$ cat config.mk
export PLATFORM = sky130hd
export DESIGN_NAME = reg8_share_ctrl
export DESIGN_NICKNAME = d
export VERILOG_FILES = /design/src/rtl/reg8_share_ctrl.sv
export SDC_FILE = /design/constraint.sdc
export NUM_CORES = 1
export LEC_CHECK = 0
export CAP_MARGIN = 10
export CORE_MARGIN = 10
export CORE_UTILIZATION = 38
export DETAILED_ROUTE_END_ITERATION = 8
export HOLD_SLACK_MARGIN = 0.15
export PLACE_DENSITY = 0.75
export SYNTH_ARGS = -nofsm -noshare
export SYNTH_HDL_FRONTEND = slang
export SYNTH_SLANG_ARGS = --single-unit
$ cat constraint.sdc
create_clock -name clk -period 2.26 [get_ports clk]
set_clock_uncertainty 0.2 [all_clocks]
set_input_delay 0.452 -clock clk [delete_from_list [all_inputs] [get_ports clk]]
set_output_delay 0.452 -clock clk [all_outputs]
set_load 0.03 [all_outputs]
$ cat src/rtl/reg8_share_ctrl.sv
// Round-robin sequencer that shares one 8-bit capture register between NREQ requesters.
// A granted byte is loaded, announced with a one-cycle dout_vld, and held for HOLD_CYC cycles.
module reg8_share_ctrl #(
  parameter int unsigned NREQ     = 4,
  parameter int unsigned HOLD_CYC = 2,
  parameter int unsigned SRC_W    = 2
) (
  input  logic                  clk,
  input  logic                  rst_n,
  input  logic [NREQ-1:0]       req,
  input  logic [8*NREQ-1:0]     din,
  output logic [NREQ-1:0]       gnt,
  output logic [7:0]            dout,
  output logic                  dout_vld,
  output logic [SRC_W-1:0]      dout_src,
  output logic                  busy
);

  localparam int unsigned DATA_W = 8;
  localparam int unsigned CNT_W  = (HOLD_CYC > 1) ? $clog2(HOLD_CYC) : 1;

  localparam logic [CNT_W-1:0] CNT_LOAD = CNT_W'(HOLD_CYC - 1);
  localparam logic [SRC_W-1:0] LAST_RST = SRC_W'(NREQ - 1);

  typedef enum logic {
    ST_IDLE = 1'b0,
    ST_HOLD = 1'b1
  } state_t;

  state_t              state;
  state_t              state_nxt;
  logic [CNT_W-1:0]    cnt;
  logic [CNT_W-1:0]    cnt_nxt;
  logic [SRC_W-1:0]    last;
  logic [SRC_W-1:0]    last_nxt;

  logic [NREQ-1:0]     gnt_nxt;
  logic [DATA_W-1:0]   dout_nxt;
  logic                dout_vld_nxt;
  logic [SRC_W-1:0]    dout_src_nxt;
  logic                busy_nxt;

  logic                win_found;
  logic [SRC_W-1:0]    win_idx;
  logic [DATA_W-1:0]   win_byte;
  logic [NREQ-1:0]     win_onehot;

  // Rotating-priority search starting just after the last winner.
  always_comb begin : p_win_search
    int unsigned idx;
    win_found = 1'b0;
    win_idx   = '0;
    idx       = 0;
    for (int unsigned k = 1; k <= NREQ; k++) begin
      idx = 32'(last) + k;
      if (idx >= NREQ) begin
        idx = idx - NREQ;
      end
      if (!win_found && req[SRC_W'(idx)]) begin
        win_found = 1'b1;
        win_idx   = SRC_W'(idx);
      end
    end
  end

  // Winner byte and one-hot grant vector, constant-indexed mux.
  always_comb begin : p_win_decode
    win_byte   = '0;
    win_onehot = '0;
    for (int unsigned i = 0; i < NREQ; i++) begin
      if (win_idx == SRC_W'(i)) begin
        win_byte      = din[DATA_W*i +: DATA_W];
        win_onehot[i] = 1'b1;
      end
    end
  end

  always_comb begin : p_fsm_next
    state_nxt    = state;
    cnt_nxt      = cnt;
    last_nxt     = last;
    gnt_nxt      = '0;
    dout_nxt     = dout;
    dout_vld_nxt = 1'b0;
    dout_src_nxt = dout_src;
    busy_nxt     = busy;

    case (state)
      ST_IDLE: begin
        busy_nxt = 1'b0;
        if (win_found) begin
          state_nxt    = ST_HOLD;
          cnt_nxt      = CNT_LOAD;
          last_nxt     = win_idx;
          gnt_nxt      = win_onehot;
          dout_nxt     = win_byte;
          dout_vld_nxt = 1'b1;
          dout_src_nxt = win_idx;
          busy_nxt     = 1'b1;
        end
      end
      ST_HOLD: begin
        // Requests are deliberately ignored until the hold window closes.
        if (cnt != '0) begin
          cnt_nxt = cnt - CNT_W'(1);
        end else begin
          state_nxt = ST_IDLE;
          busy_nxt  = 1'b0;
        end
      end
      default: begin
        state_nxt = ST_IDLE;
        busy_nxt  = 1'b0;
      end
    endcase
  end

  always_ff @(posedge clk) begin : p_state_reg
    if (!rst_n) begin
      state    <= ST_IDLE;
      cnt      <= '0;
      last     <= LAST_RST;
      gnt      <= '0;
      dout     <= '0;
      dout_vld <= 1'b0;
      dout_src <= '0;
      busy     <= 1'b0;
    end else begin
      state    <= state_nxt;
      cnt      <= cnt_nxt;
      last     <= last_nxt;
      gnt      <= gnt_nxt;
      dout     <= dout_nxt;
      dout_vld <= dout_vld_nxt;
      dout_src <= dout_src_nxt;
      busy     <= busy_nxt;
    end
  end

endmodule

==> results.cfg <==
[global_routing]
grt_pass1_vias = 1101
antenna_found_initial = 0
overflow = 0
grt_max_degree = 16
grtUsageTotal_pct = 11.7
grt_pass1_wl_microns = 5000

[placement]
hpwl_microns = 2570
post-place-ws_ns = -0.194
place.gp.congestion = 0.774
dpl.cell_count = 194
io_buffers = 53

[setup_path]
critPathArrivalTime_ns = 2.11
cpMostUsedCell = buf_4
ff2ff_path_depth = 6
path_buf_inv = 3
r2r-end = dout[3]
cp.required_ns = 2.24
critical_path.top_delay_family = buffers and inverters
startpoint_type = input pin
path_cells = clkdlybuf4s50_1 > a211oi_1 > buf_4 > nor3_4 > buf_4 > mux2i_1 > o221ai_1
crit_type = in -> reg
max_stage_delay_ns = 0.56
end_kind = flip-flop
critical-path-slowest-cell = clkdlybuf4s50_1
timing.rr.start = last[1]
critPathMaxFanout = 11
reg2reg_slack_ns = 0.29

[detailed_routing]
drt_iter0_markers = 32
wire_per_inst_microns = 15.4
firstDrtPassIters = 4
route.met2.wl_microns = 1720
viasPerCell = 5.13
wl_met1_microns = 1090
met3_length_microns = 234
via_count = 1016
top_layer_used = met4
routed_wl_microns = 3060
drc = 0
antenna_left = 0

[sta]
slew_headroom_pct = 71.9
hold_viol = 0
max_clock_freq_mhz = 469
finalCriticalPeriod_ns = 2.13
finalSetupViolCount = 0
fin_crit_sh_pct = 94.3
rsz0062_at_grt = no
layout_setup_ws_ns = 0.129
drv_slew = 0
tightest_slew_ns = 0.420

[clocking]
cts.repair.resized = 0
insertion_delay_ns = 0.30
postCtsSetupRepairBufs = 0
path_clk_slew_ns = 0.11
cts_made_buffers = 3
cts_sinks = 20
clockBufferDepth = 2
tritoncts = yes
htreeDepth = 1
hold_buffers = 0
cts-root-buf = clkbuf_4

[worst_hold_path]
min_from = dout_src[1]
holdPathStages = 2
worstHoldEndpoint = dout_src[1]
hold_class = reg -> reg

[logic_synthesis]
yosys-top-cells-count = 20 x dfxtp_1, 15 x mux2i_1, 8 x nand3_1
synth-seq-cells = 20
synth.largest_area_cell = dfxtp_1
synth_area_leaders = dfxtp_1 39%, mux2i_1 15%, o221ai_1 5.2%, nand3_1 3.9%, nor2_1 2.6%
syn-num-nets = 144
synth_top_area_share_pct = 39.3
async_reset_ff_share_pct = 0
synth_warnings = 0
synth_edf_count = 0
ys_seq_area_share_pct = 39.3
yosys_most_used_dff = dfxtp_1
yosysMostFrequentCell = dfxtp_1
netlist_instances = 106
synth_area_sq_mm = 0.00102
ys_types = 31
avgSynthCellArea_sq_um = 9.62

[power_and_ir_drop]
power_leakage_uw = 0.000688
clockPowerShare_pct = 26.3
p_int_uw = 778
seqPwrFrac_pct = 37.9
ir_drop_v = 0.000703
cellPowerDensity_mw_per_mm2 = 664
swShare_pct = 29.9
combPwrFrac_pct = 35.8
p_sw_uw = 332

[finish]
n_antenna_cell = 0
area_growth_pct = 64.0
nNetsFinal = 207
final_layout_size_suffix_gt1_share_pct = 14.3
stdcell_count = 198

[floorplan]
die_h_microns = 71.8
initial_core_util_pct = 40.4
die_w_microns = 71.8
io_pins = 54
rows = 18
coreArea_sq_mm = 0.00252
die-area_sq_mm = 0.00516

[status]
status = finished clean

[job]
max_cap_viol_count = 0
[worst register-to-register path, stage by stage (launching register included)]
cell and delay, ns:
dfxtp_1 0.50, mux2i_1 0.22, o21ai_1 0.12, nor3_4 0.21
buf_4 0.25, mux2i_1 0.20, o221ai_1 0.14
[power by group through the flow]
stage                     sequential, uW  clock, uW  combinational (uW)
after CTS                            421        293                 402
after detailed placement             429          0                 399
after global routing                 428        314                 429
after global placement               427          0                 394
final                                421        292                 398
after floorplan                      489          0                 168
[worst max path at each step]
stage | start | endpoint | cells after the start
after detailed placement | req[0] | dout[3] | 7
final | req[0] | dout[3] | 7
after CTS | req[0] | dout[3] | 7
after global placement | req[0] | dout[0] | 7
after floorplan | req[3] | dout[6] | 6
after global routing | req[0] | dout[0] | 7
[per-layer routing]
layer,track usage [%],vias up
met2,21.9,25
li1,-,512
met1,11.3,477
met4,2.37,0
met5,0,-
met3,5.65,2
[logic make-up (layout without fill, tap and decap cells)]
group / after synthesis / in the layout / share of synthesized area [%]
AOI/OAI and AO/OA: 21 / 21 / 16.3
DFF: 20 / 20 / 39.3
muxes: 17 / 17 / 16.9
buffers and inverters: 11 / 73 / 7.73
and+or+nand+nor: 37 / 37 / 19.8
[through the flow]
stage / power (uW) / area [sq um] / util, % / hold WS, ns / setup TNS [ns]
final: 1110 / 1670 / 66.3 / 0.277 / 0
after global routing: 1170 / 1670 / 66.3 / 0.319 / 0
after CTS: 1120 / 1670 / 66.3 / 0.285 / 0
after detailed placement: 828 / 1620 / 64.2 / 0.269 / -1.43
after global placement: 821 / 1620 / 64.2 / 0.263 / -1.02
after floorplan: 657 / 1020 / - / 0.257 / 0
[cell type report]
type                       count  area (sq um)
fill                         226           850
tap                           30          37.5
inverter                       4          15.0
clock buffer                   3          22.5
clock inverter                 1          30.0
timing repair buffer          65           621
multi-input combinational     75           547
sequential                    20           400
[state kept, by name (all words and copies together) (netlist names)]
register,cells
dout,8
gnt,4
busy,1
dout_vld,1
last,2
dout_src,2
state,1
cnt,1
[placed cells by master (no fill, tap or decap), drive strengths merged, types with 2 or more instances in the layout]
cell type,count
clkdlybuf4s50,53
dfxtp,20
mux2i,15
buf,12
nand3,8
nor2,8
o221ai,6
nand2,5
o21ai,5
nor3,5
inv,4
a211oi,4
a21boi,3
clkbuf,3
nor3b,2
nand3b,2
nand2b,2
and2,2
mux2,2
Power figures use the tool's default switching activity.
